<file path="config.mk">
export PLATFORM = sky130hd
export DESIGN_NAME = hazard_ctrl
export DESIGN_NICKNAME = d
export VERILOG_FILES = /design/src/rtl/hazard_ctrl.sv
export SDC_FILE = /design/constraint.sdc
export NUM_CORES = 1
export LEC_CHECK = 0
export CAP_MARGIN = 5
export CORE_MARGIN = 2
export CORE_UTILIZATION = 50
export CTS_CLUSTER_SIZE = 40
export DETAILED_ROUTE_END_ITERATION = 12
export DONT_BUFFER_PORTS = 1
export GPL_TIMING_DRIVEN = 1
export HOLD_SLACK_MARGIN = 0.06
export PLACE_DENSITY = 0.78
export SYNTH_ARGS = -nofsm -noshare
export SYNTH_HDL_FRONTEND = slang
export SYNTH_SLANG_ARGS = --single-unit
</file>
<file path="constraint.sdc">
create_clock -name clk_i -period 2 [get_ports clk_i]
set_input_delay 0.4 -clock clk_i [delete_from_list [all_inputs] [get_ports clk_i]]
set_output_delay 0.4 -clock clk_i [all_outputs]
set_load 0.01 [all_outputs]
</file>
<file path="src/rtl/hazard_ctrl.sv">
// Hazard control for the 5-stage pipeline: load-use bubbles, branch flushes,
// memory-wait freeze with timeout, and saturating performance counters.
module hazard_ctrl #(
  parameter int unsigned CNT_W   = 16,
  parameter int unsigned TIMEOUT = 255
) (
  input  logic             clk_i,
  input  logic             rst_i,
  input  logic [4:0]       IF_ID_RSaddr_i,
  input  logic [4:0]       IF_ID_RTaddr_i,
  input  logic [4:0]       ID_EX_RTaddr_i,
  input  logic             ID_EX_MemRead_i,
  input  logic             branch_taken_i,
  input  logic             dmem_req_i,
  input  logic             dmem_ready_i,
  input  logic             cnt_clr_i,
  output logic             PC_write_o,
  output logic             IF_ID_write_o,
  output logic             IF_ID_flush_o,
  output logic             ID_EX_bubble_o,
  output logic             pipe_stall_o,
  output logic [CNT_W-1:0] stall_cnt_o,
  output logic [CNT_W-1:0] flush_cnt_o,
  output logic [CNT_W-1:0] wait_cnt_o,
  output logic             err_o
);

  localparam logic ST_RUN  = 1'b0;
  localparam logic ST_WAIT = 1'b1;

  localparam logic [CNT_W-1:0] CNT_MAX = '1;
  localparam logic [CNT_W-1:0] TMO     = CNT_W'(TIMEOUT);
  localparam logic [CNT_W-1:0] TMO_M1  = CNT_W'(TIMEOUT - 1);

  logic             state_q, state_d;
  logic [CNT_W-1:0] timer_q, timer_d;
  logic [CNT_W-1:0] stall_cnt_q, stall_cnt_d;
  logic [CNT_W-1:0] flush_cnt_q, flush_cnt_d;
  logic [CNT_W-1:0] wait_cnt_q, wait_cnt_d;
  logic             err_q, err_d;

  logic memwait_c, loaduse_c, bubble_c, flush_c;

  function automatic logic [CNT_W-1:0] sat_inc(input logic [CNT_W-1:0] v);
    return (v == CNT_MAX) ? v : v + CNT_W'(1);
  endfunction

  // Hazard detection; register 0 never creates a dependency
  always_comb begin
    memwait_c = dmem_req_i & ~dmem_ready_i;
    loaduse_c = ID_EX_MemRead_i & (ID_EX_RTaddr_i != 5'd0) &
                ((ID_EX_RTaddr_i == IF_ID_RSaddr_i) |
                 (ID_EX_RTaddr_i == IF_ID_RTaddr_i));
    bubble_c  = ~memwait_c & loaduse_c;
    flush_c   = ~memwait_c & ~loaduse_c & branch_taken_i;
  end

  // Zero-latency pipeline control, memwait > load-use > branch > run
  always_comb begin
    PC_write_o     = 1'b1;
    IF_ID_write_o  = 1'b1;
    IF_ID_flush_o  = 1'b0;
    ID_EX_bubble_o = 1'b0;
    pipe_stall_o   = 1'b0;
    if (memwait_c) begin
      PC_write_o    = 1'b0;
      IF_ID_write_o = 1'b0;
      pipe_stall_o  = 1'b1;
    end else if (loaduse_c) begin
      PC_write_o     = 1'b0;
      IF_ID_write_o  = 1'b0;
      ID_EX_bubble_o = 1'b1;
    end else if (branch_taken_i) begin
      IF_ID_flush_o = 1'b1;
    end
  end

  // Next state: FSM, wait timer, sticky timeout flag and counters
  always_comb begin
    state_d     = state_q;
    timer_d     = timer_q;
    err_d       = err_q;
    stall_cnt_d = stall_cnt_q;
    flush_cnt_d = flush_cnt_q;
    wait_cnt_d  = wait_cnt_q;

    case (state_q)
      ST_RUN:  if (memwait_c)  state_d = ST_WAIT;
      ST_WAIT: if (!memwait_c) state_d = ST_RUN;
      default: state_d = ST_RUN;
    endcase

    if (state_q == ST_WAIT) begin
      if (timer_q != TMO) timer_d = timer_q + CNT_W'(1);
      if (timer_q >= TMO_M1) err_d = 1'b1;
    end else begin
      timer_d = '0;
    end

    if (bubble_c)  stall_cnt_d = sat_inc(stall_cnt_q);
    if (flush_c)   flush_cnt_d = sat_inc(flush_cnt_q);
    if (memwait_c) wait_cnt_d  = sat_inc(wait_cnt_q);

    // Clear wins over any increment or timeout in the same cycle
    if (cnt_clr_i) begin
      stall_cnt_d = '0;
      flush_cnt_d = '0;
      wait_cnt_d  = '0;
      err_d       = 1'b0;
    end
  end

  always_ff @(posedge clk_i or negedge rst_i) begin
    if (!rst_i) begin
      state_q     <= ST_RUN;
      timer_q     <= '0;
      err_q       <= 1'b0;
      stall_cnt_q <= '0;
      flush_cnt_q <= '0;
      wait_cnt_q  <= '0;
    end else begin
      state_q     <= state_d;
      timer_q     <= timer_d;
      err_q       <= err_d;
      stall_cnt_q <= stall_cnt_d;
      flush_cnt_q <= flush_cnt_d;
      wait_cnt_q  <= wait_cnt_d;
    end
  end

  assign stall_cnt_o = stall_cnt_q;
  assign flush_cnt_o = flush_cnt_q;
  assign wait_cnt_o  = wait_cnt_q;
  assign err_o       = err_q;

endmodule

</file>
### Word level (Yosys, flattened, before mapping)

Cells that the tools add are included.

* output and inout bits: 54
* ROM bits: 0
* memories kept: 0
* bits in latches: 0
* word-level logic and storage cells: 63
* bits in writable memories: 0
* flip-flop bits (word level): 66

* multipliers: 0
* equal/unequal tests: 10
* div/mod/pow operators: 0
* shifts and indexed selects: 0
* magnitude comparators: 1
* multiplexer cells: 22
* reductions and logical operators: 10
* add/sub/neg operators: 4
* bitwise gates (word level): 10

Operators with widths (count)
* 2-to-1 mux 16 bit: 11
* adder 16 x 1 -> 16 bit (second input constant): 4
* equality test 16 bit (second input constant): 3
* >= comparator 16 x 8 -> 1 bit (second input constant): 1
* inequality test 16 x 8 -> 1 bit (second input constant): 1
* 2-to-1 mux 1 bit: 11
* equality test 5 bit: 2
* nonzero test 2 bit: 5
* AND reduction 2 bit: 4
* AND 1 bit: 6
* inequality test 2 bit (second input constant): 3
* nonzero test 5 bit: 1
* inverter 1 bit: 3
* inequality test 2 x 1 -> 1 bit (second input constant): 1
* OR 1 bit: 1

### Logic depth before layout (Yosys ltp)

Gate-level depths: netlist of run 1.

* depth in word-level cells: 8
* gate-level depth with buffers: 8

### Least setup slack after synthesis of run 1

Ideal clock, no wire load.

* path kind: input to register
* start: input ID_EX_RTaddr_i[1]
* end: register flush_cnt_q[13], in the netlist flush_cnt_o[13]
* slack: -0.205 ns
* arrival: 2.080 ns
* buffers on the path: 1
* required time: 1.875 ns
* stages on the path: 7
* library setup time: 0.125 ns
* cells stage by stage: or4_1 > o21ai_2 > inv_2 > and2_1 > buf_6 > nor4b_1 > mux2_2

* cells in the longest elaborated chain, start to end: 8
* elaborated cells between the ends (all ways): 11
* classes of those cells: eq/ne: 2; bitwise: 6; reduce/logical: 3

Ends and longest elaborated chain
* start, declared: line 11 `input logic [4:0] ID_EX_RTaddr_i,`
* equality test 5 bit (tied with other cells): line 52 `((ID_EX_RTaddr_i == IF_ID_RSaddr_i) |`
* OR 1 bit or AND 1 bit (tied branches): line 52, 51
* AND 1 bit (*): line 51 `loaduse_c = ID_EX_MemRead_i & (ID_EX_RTaddr_i != 5'd0) &`
* inverter 1 bit (*): line 55 `flush_c = ~memwait_c & ~loaduse_c & branch_taken_i;`
* AND 1 bit (*) (2 in a row): line 55
* nonzero test 2 bit (no source line) (*)
* AND reduction 2 bit (no source line) (*)
* end signal, assigned: line 126 `flush_cnt_q <= flush_cnt_d;`
* end, declared: line 38 `logic [CNT_W-1:0] flush_cnt_q, flush_cnt_d;`

Every way passes the cells marked *; elsewhere a longest branch is shown, timed or not.
A chain may end at the register's enable or synchronous reset.

### Final worst setup path of run 1

* start: register flush_cnt_q[1], in the netlist flush_cnt_o[1]
* end: register flush_cnt_q[6], in the netlist flush_cnt_o[6]

* cells in the longest elaborated chain, start to end: 4
* elaborated cells between the ends (all ways): 7
* classes of those cells: add/sub: 1; eq/ne: 2; mux: 3; reduce/logical: 1

Ends and longest elaborated chain
* adder 16 x 1 -> 16 bit: line 45 `return (v == CNT_MAX) ? v : v + CNT_W'(1);`
* 2-to-1 mux 16 bit: line 45
* 2-to-1 mux 16 bit: line 101 `if (flush_c) flush_cnt_d = sat_inc(flush_cnt_q);`
* 2-to-1 mux 16 bit: line 105 `if (cnt_clr_i) begin`

Several ways; a longest one is shown, not always the timed one. The select of a mux whose other input is x is not followed.

==> flow_metrics.py, run 1 <==
metrics = {
    "power": {
        "seqPwrFrac_pct": 50.3,
        "internal_power_uw": 2100,
        "ir_drop_v": 0.000475,
        "p_clk_share_pct": 43.1,
        "switching_share_pct": 22.3,
        "pwr-share-comb_pct": 6.6,
        "power_switching_uw": 605,
        "cellPowerDensity_nw_per_um2": 607,
        "p_leak_uw": 0.00197,
    },
    "status": {
        "status": "complete, no violations",
    },
    "timing": {
        "grt_setup_unrepaired": "true",
        "finalCritPeriodShare_pct": 96.6,
        "finalHoldViolCount": 0,
        "max_slew_margin_pct": 70.3,
        "slew_violations": 0,
        "worstMarginPinSlew_ps": 446,
        "period_minus_slack_ps": 1930,
        "max_freq_mhz": 518,
        "clock_skew_ps": 12.0,
        "fin_setup_tns_ps": 0,
        "setup_viol": 0,
    },
    "placement": {
        "gp_congestion": 0.847,
        "dp.cells": 514,
        "hpwlAfterDp_um": 5910,
        "port_buffers": 0,
    },
    "detailed_routing": {
        "viasPerCell": 5.71,
        "wl_per_cell_um": 15.8,
        "first_iter_violations": 154,
        "wl_um": 8530,
        "first_pass_iters": 4,
        "antenna_left": 0,
        "drcViolationCount": 0,
        "vias": 3075,
    },
    "yosys": {
        "synth_flop_cell": "dfrtp_1",
        "async_flop_share_pct": 100,
        "syn_nets": 408,
        "synth_top_area_share_pct": 46.0,
        "seq_area_frac_synth_pct": 46.0,
        "synth_edf_count": 0,
        "ys_warn_count": 0,
        "yosys.cell_types.count": 42,
        "syn_inst": 381,
        "yosysTopAreaCell": "dfrtp_1",
        "synth_seq_cells": 66,
        "synthTopCellsByArea": "dfrtp_1 46%, xnor2_1 5.6%, xor2_1 5.4%",
        "avgSynthCellArea_um2": 9.43,
        "synthesis.area_um2": 3590,
    },
    "global_route": {
        "grt_overflow_total": 0,
        "antenna_found_initial": 0,
        "grt_pass1_vias": 2970,
        "grt_max_degree": 67,
        "track_usage_pct": 22.0,
        "grt_pass1_wl_um": 13600,
    },
    "finish": {
        "mostFrequentLayoutCells": "65 x dfrtp_1, 53 x buf_4, 48 x nor2_1, 25 x nand2_1, 23 x xnor2_1",
        "diodes": 0,
        "nets": 465,
        "stdcell_count": 539,
        "syn2layout_area_growth_pct": 24.2,
        "drive_above_1_share_pct": 23.7,
        "final_common_cell": "dfrtp_1",
    },
    "clocking": {
        "cts.root.buffer_cell": "clkbuf_8",
        "cts.sinks": 66,
        "htreeDepth": 3,
        "clkLatencyLatePin_ps": 340,
        "cts-buffers-inserted": 9,
        "clkTransAtPathRegs_ps": 70,
        "cts_buffer_depth": 2,
        "cts_tree": "done",
    },
    "worst_setup_path": {
        "setup.worst_path.end_class": "flip-flop",
        "cp-startpoint": "flush_cnt_o[1]",
        "crit_fanout": 6,
        "crit_buf_inv": 1,
        "critPathTopFamily": "simple AND/OR/NAND/NOR gates",
        "r2r_start": "flush_cnt_o[1]",
        "cp_slowest_stage_delay_ps": 390,
        "start_kind": "flip-flop",
        "crit_chain": "ha_4 -> nand3_2 -> or3_4 -> o21ai_4 -> a21oi_2 -> buf_6 -> nand4_1 -> mux2_2",
        "cp_data_arrival_time_ps": 2160,
        "crit_required_ps": 2230,
        "worst-setup-path-type": "reg2reg",
        "crit_path_top_delay_cell": "dfrtp_1",
    },
    "die": {
        "fp.dieArea_um2": 7880,
        "ios": 76,
        "rows": 30,
        "die_y_um": 88.8,
        "start_util_pct": 52.3,
        "die_w_um": 88.8,
        "design.core.area_um2": 6870,
    },
    "hold_path": {
        "min_from": "cnt_clr_i",
        "hold_class": "in2reg",
    },
    "run": {
        "drv_cap": 0,
    },
}
metrics by stage:
step / utilization (%) / total power, uW / setup WS [ps] / hold slack, ps / cell area, um2
floorplan: - / 1490 / -108 / 104 / 3640
global placement: 59.1 / 1510 / -66.5 / 106 / 4060
detailed placement: 59.1 / 1510 / -119 / 106 / 4060
CTS: 62.9 / 2710 / 7.19 / 114 / 4320
global route: 65.0 / 2800 / -32.1 / 111 / 4460
finish: 65.0 / 2710 / 68.2 / 132 / 4460
area by class of cell:
| type | instances | area, um2 |
|---|---|---|
| Clock buffer | 14 | 173 |
| Clock inverter | 2 | 35.0 |
| Fill cell | 539 | 2410 |
| Inverter | 7 | 26.3 |
| Multi-Input combinational cell | 297 | 2000 |
| Sequential cell | 66 | 1650 |
| Tap cell | 96 | 120 |
| Timing Repair Buffer | 57 | 458 |
power by group through the flow:
stage | logic [uW] | clock network, uW | registers, uW
finish | 177 | 1170 | 1360
global route | 197 | 1240 | 1360
CTS | 168 | 1180 | 1360
detailed placement | 130 | 0 | 1390
global placement | 124 | 0 | 1380
floorplan | 103 | 0 | 1390
layer usage:
metal	track usage (%)	up-vias	routed length, um
li1	-	1459	-
met3	8.58	15	637
met2	37.4	89	4310
met5	0	-	0
met4	6.75	0	122
met1	25.7	1512	3460
path summary, 6_finish.rpt:
check | cells past startpoint | to | slack [ps]
setup / recovery | 8 | flush_cnt_o[6] | 70
hold / removal | 1 | flush_cnt_o[2] | 130
setup reg to reg | 8 | flush_cnt_o[6] | 70
hold reg to reg | 1 | timer_q[6] | 500
max in group asynchronous | 2 | flush_cnt_o[0] | 1120
min in group asynchronous | 2 | timer_q[11] | 590
cells by family (layout without fill, tap and decap cells):
group / Yosys count / in the layout / share of synthesized area (%)
AO/OA/AOI/OAI: 37 / 37 / 6.13
XOR/XNOR: 45 / 45 / 11.0
adder cells (fa/ha/maj): 5 / 5 / 1.74
buffers and inverters: 18 / 80 / 2.23
flip-flops: 66 / 66 / 46.0
multiplexers: 13 / 13 / 3.97
AND/OR/NAND/NOR: 197 / 197 / 29.0
cells in the mapped netlist, types with 2 or more instances:
library cell	n
mux2_2	10
nor4_1	3
nand4_1	20
or4_1	6
and4_1	6
nand3b_1	2
a31oi_1	2
o31ai_1	5
nand2_1	26
a21oi_1	15
or3_1	4
clkbuf_1	7
dfrtp_1	66
o21ai_0	9
nand3_1	23
nor2_1	50
nand4b_1	2
xnor2_1	23
nor3_1	11
and3_1	10
nor2b_1	9
nor4b_1	2
mux2i_1	3
xor2_1	22
and2_1	19
nand2b_1	2
ha_1	5
inv_1	5
registers in the layout (all words and copies together), names as in the netlist:
name,flops
wait_cnt_o,16
err_o,1
timer_q,16
flush_cnt_o,16
stall_cnt_o,16
state_q,1
timing repair:
action | CTS | global route
resized for setup | 3 | 20
endpoints found under the hold margin | 66 | 0
endpoints found under the setup margin | 2 | 17
setup buffers | 0 | 6
gates cloned | 0 | 1
pin swaps | 1 | 10
hold buffers | 2 | 0
(Power assumes the default switching activity.)
==> run 2: changes to the inputs <==
Settings changed: CORE_MARGIN 2 to unset.
==> run 2 against run 1 <==
- global-route usage grew 1.9 points
- flip-flop and latch count is the same
- final area shrank 0.11%
- fmax shrank 2.5%
- hold slack lost 24 ps
- combinational power grew 4%
- total power grew 3.4%
- critical path type unchanged
- critical endpoint unchanged
- highest routed layer unchanged
==> flow_metrics.py, run 2 (synthesized netlist as in run 1, its figures left out) <==
metrics = {
    "die": {
        "die_y_um": 86.8,
        "die_w_um": 86.8,
        "ios": 76,
        "start_util_pct": 52.3,
        "rows": 30,
        "fp.dieArea_um2": 7530,
        "design.core.area_um2": 6870,
    },
    "status": {
        "status": "complete, no violations",
    },
    "worst_setup_path": {
        "crit_fanout": 5,
        "crit_required_ps": 2240,
        "setup.worst_path.end_class": "flip-flop",
        "cp_data_arrival_time_ps": 2220,
        "r2r_start": "flush_cnt_o[0]",
        "start_kind": "flip-flop",
        "cp-startpoint": "flush_cnt_o[0]",
        "worst-setup-path-type": "reg2reg",
    },
    "timing": {
        "max_slew_margin_pct": 70.5,
        "period_minus_slack_ps": 1980,
        "clock_skew_ps": 7.04,
        "worstMarginPinSlew_ps": 439,
        "setup_viol": 0,
        "max_freq_mhz": 505,
        "finalCritPeriodShare_pct": 99.1,
        "slew_violations": 0,
        "grt_setup_unrepaired": "true",
        "fin_setup_tns_ps": 0,
        "finalHoldViolCount": 0,
    },
    "finish": {
        "diodes": 0,
        "syn2layout_area_growth_pct": 24.0,
        "drive_above_1_share_pct": 23.3,
        "multiInputGateArea_um2": 1990,
        "final_common_cell": "dfrtp_1",
        "stdcell_count": 538,
        "regArea_um2": 1650,
        "post-route-util_pct": 64.9,
        "nets": 464,
        "fillers": 526,
        "postLayoutCellArea_um2": 4460,
        "mostFrequentLayoutCells": "65 x dfrtp_1, 51 x buf_4, 49 x nor2_1, 25 x nand2_1, 23 x xnor2_1",
    },
    "clocking": {
        "cts-buffers-inserted": 9,
        "cts_tree": "done",
        "clkTransAtPathRegs_ps": 80,
        "clkLatencyLatePin_ps": 350,
        "cts.sinks": 66,
        "htreeDepth": 3,
        "cts_buffer_depth": 2,
        "cts.root.buffer_cell": "clkbuf_8",
    },
    "placement": {
        "gp_congestion": 0.803,
        "dpl_cell_area_um2": 4050,
        "dp.cells": 513,
        "hpwlAfterDp_um": 5710,
        "port_buffers": 0,
    },
    "global_route": {
        "grt_pass1_vias": 3073,
        "antenna_found_initial": 0,
        "grt_max_degree": 67,
        "grt_pass1_wl_um": 14000,
        "grt_overflow_total": 0,
        "track_usage_pct": 23.9,
    },
    "detailed_routing": {
        "drcViolationCount": 0,
        "first_iter_violations": 192,
        "antenna_left": 0,
        "first_pass_iters": 4,
        "viasPerCell": 5.71,
        "wl_um": 8770,
        "wl_per_cell_um": 16.3,
        "vias": 3070,
    },
    "run": {
        "drv_cap": 0,
    },
    "power": {
        "ir_drop_v": 0.000370,
        "cellPowerDensity_nw_per_um2": 628,
        "p_leak_uw": 0.00197,
    },
    "hold_path": {
        "min_from": "cnt_clr_i",
        "hold_class": "in2reg",
    },
}
run 2: changes by cell type in the layout (fill, tap and decap cells not counted), sizes merged:
| cell | before | now |
|---|---|---|
| buf | 56 | 55 |
| bufinv | 1 | 2 |
| clkbuf | 14 | 10 |
| clkinv | 2 | 5 |
run 2: power breakdown:
group / internal [uW] / switching [uW]
Sequential: 1340 / 16.9
Combinational: 83.0 / 101
Clock: 727 / 524
Total: 2150 / 643
run 2: worst paths after layout:
path / end / slack [ps] / cells past startpoint
worst max-delay path: flush_cnt_o[6] / 20 / 8
worst min-delay path: err_o / 110 / 1
worst max register to register: flush_cnt_o[6] / 20 / 8
worst min register to register: timer_q[6] / 510 / 1
max in group asynchronous: flush_cnt_o[0] / 1120 / 2
min in group asynchronous: timer_q[1] / 610 / 2
run 2: worst max-delay path, stage by stage, from the launching register on:
cell     delay [ps]
dfrtp_2         390
ha_4            150
nand3_2          70
or3_4           410
o21ai_4         180
a21oi_2          80
buf_6           150
nand4_1         100
mux2_2          330
run 2: layout make-up:
cell class,instances,area share [%]
tap,96,2.70
clock buffer,10,3.09
timing repair buffer,56,10.2
sequential,66,37.1
multi-input combinational,297,44.6
clock inverter,6,1.80
inverter,7,0.590
run 2: stage by stage:
step	total power, uW	hold WS, ps	setup slack (ps)
detailed placement	1510	106	-112
CTS	2790	98.4	2.69
global route	2880	97.8	-63.4
global placement	1510	106	-67.2
finish	2800	107	17.9
floorplan	1490	104	-108
run 2: timing repair:
item	CTS	global route
hold endpoints to repair	66	0
buffers inserted	1	5
setup endpoints to repair	2	19
pin swaps	1	6
gates cloned	0	1
hold buffers	2	0
gates resized for setup	0	21
run 2: routing by layer:
| layer | global-route usage (%) | part of all wire, % |
|---|---|---|
| met2 | 39.8 | 50 |
| met1 | 28.6 | 41 |
| met4 | 10.3 | 2.3 |
| met3 | 7.52 | 6.4 |
| met5 | 0 | 0 |
==> run 3: changes to the inputs <==
Settings changed: ABC_CLOCK_PERIOD_IN_PS set to 2000, CELL_PAD_IN_SITES_DETAIL_PLACEMENT set to 0, CELL_PAD_IN_SITES_GLOBAL_PLACEMENT set to 1, CORE_UTILIZATION 50 to 43, PLACE_DENSITY 0.78 to 0.85.
==> run 3 against run 2 <==
- final cell count is 0.74% higher
- fmax is 0.81% higher
- critical path type unchanged
- non-clock buffer count is 2 lower
- clock skew hardly changed
- global-route usage is 3.3 points lower
- critical endpoint is now stall_cnt_o[12]
==> flow_metrics.py, run 3 (synthesized netlist as in run 1, its figures left out) <==
metrics = {
    "worst_setup_path": {
        "cp_data_arrival_time_ps": 2230,
        "crit_fanout": 8,
        "crit_buf_inv": 0,
        "critPathTopFamily": "simple AND/OR/NAND/NOR gates",
        "crit_chain": "ha_4 -> nand4_1 -> nor4_1 -> nor3_1 -> nand2_2 -> or4_1 -> a21oi_1",
        "cp_slowest_stage_delay_ps": 500,
        "crit_path_top_delay_cell": "or4_1",
        "worst-setup-path-type": "reg2reg",
        "start_kind": "flip-flop",
        "setup.worst_path.end_class": "flip-flop",
        "crit_required_ps": 2270,
    },
    "global_route": {
        "grt_overflow_total": 0,
        "grt_max_degree": 67,
        "antenna_found_initial": 0,
        "track_usage_pct": 20.6,
        "grt_pass1_wl_um": 14000,
        "grt_pass1_vias": 3064,
    },
    "run": {
        "drv_cap": 0,
    },
    "placement": {
        "gp_congestion": 0.856,
        "port_buffers": 0,
        "hpwlAfterDp_um": 5860,
    },
    "finish": {
        "syn2layout_area_growth_pct": 22.5,
        "fillers": 692,
        "regArea_um2": 1650,
        "diodes": 0,
        "multiInputGateArea_um2": 1960,
        "drive_above_1_share_pct": 21.6,
        "final_common_cell": "dfrtp_1",
        "nets": 462,
        "mostFrequentLayoutCells": "65 x dfrtp_1, 50 x buf_4, 48 x nor2_1, 25 x nand2_1, 23 x xnor2_1",
    },
    "detailed_routing": {
        "viasPerCell": 5.49,
        "first_iter_violations": 116,
        "first_pass_iters": 4,
        "route.met3.wl_um": 587,
        "wl_per_cell_um": 15.6,
        "wl_um": 8480,
        "drcViolationCount": 0,
        "antenna_left": 0,
        "drt-met1-wl_um": 3620,
        "dr_wl_met2_um": 4140,
        "routed.top_layer": "met4",
        "vias": 2974,
    },
    "timing": {
        "finalHoldViolCount": 0,
        "max_slew_margin_pct": 68.9,
        "finalCritPeriodShare_pct": 98.3,
        "period_minus_slack_ps": 1970,
        "max_freq_mhz": 509,
        "setup_viol": 0,
        "clock_skew_ps": 7.41,
        "worstMarginPinSlew_ps": 466,
        "fin_setup_tns_ps": 0,
        "hold_ws_ps": 127,
        "slew_violations": 0,
    },
    "die": {
        "design.core.area_um2": 7890,
        "ios": 76,
        "die_y_um": 93.4,
        "start_util_pct": 45.6,
        "die_w_um": 93.4,
        "rows": 32,
        "fp.dieArea_um2": 8730,
    },
    "hold_path": {
        "hold_class": "in2reg",
    },
    "power": {
        "p_leak_uw": 0.00195,
        "power_uw": 2680,
        "ir_drop_v": 0.000330,
        "cellPowerDensity_nw_per_um2": 609,
    },
    "status": {
        "status": "complete, no violations",
    },
    "clocking": {
        "cts.root.buffer_cell": "clkbuf_8",
        "clkTransAtPathRegs_ps": 70,
        "clkLatencyLatePin_ps": 340,
        "htreeDepth": 3,
        "cts_buffer_depth": 2,
        "cts_tree": "done",
        "cts-buffers-inserted": 9,
        "cts.sinks": 66,
    },
}
## run 3: cell types whose count changed in the layout (fill, tap and decap cells not counted), sizes merged
cell	change
clkbuf	+4
buf	-2
bufinv	-1
clkinv	-3
## run 3: layer usage
metal	vias up	GRT usage (%)
met5	-	0
met4	0	7.18
met3	9	7.72
met2	67	35.1
met1	1445	23.5
li1	1453	-
## run 3: path summary, 6_finish.rpt
path	start	end	slack, ps	cells after the start
max in group asynchronous	rst_i	flush_cnt_o[0]	1110	2
max reg2reg	stall_cnt_o[0]	stall_cnt_o[12]	30	7
max	stall_cnt_o[0]	stall_cnt_o[12]	30	7
min in group asynchronous	rst_i	err_o	590	2
min reg2reg	timer_q[6]	timer_q[6]	510	1
min	cnt_clr_i	flush_cnt_o[7]	130	1
## run 3: metrics by stage
| step | utilization (%) | worst slack (ps) | instances | area (um2) |
|---|---|---|---|---|
| 3_5_place_dp | 51.4 | -107 | 518 | 4050 |
| 3_3_place_gp | 51.4 | -75.4 | 518 | 4050 |
| 2_1_floorplan | - | -108 | 381 | 3640 |
| 6_report | 55.8 | 33.8 | 542 | 4400 |
| 5_1_grt | 55.8 | -58.1 | 542 | 4400 |
| 4_1_cts | 54.5 | 24.4 | 537 | 4300 |
## run 3: area by class of cell
type                       instances  area share [%]
inverter                           7           0.597
sequential                        66            37.5
tap                              102            2.90
timing repair buffer              54            9.89
clock inverter                     2           0.796
clock buffer                      14            3.69
multi-input combinational        297            44.6
## run 3: what timing repair did
item | CTS | global route
gates resized for setup | 2 | 16
buffers inserted | 1 | 4
pin swaps | 2 | 9
hold buffers | 2 | 0
hold endpoints to repair | 66 | 0
setup endpoints to repair | 2 | 12
cloned | 0 | 1
## run 3: worst register-to-register path: stages, from the launching register on
cell and delay, ps:
dfrtp_1 420, ha_4 190, nand4_1 110, nor4_1 70, nor3_1 270, nand2_2 200
or4_1 500, a21oi_1 140
## run 3: power by group
group	internal (uW)	switching, uW	leakage, uW
combinational	81.7	98.7	0.000930
sequential	1340	16.9	0.000917
clock	644	497	0.000101
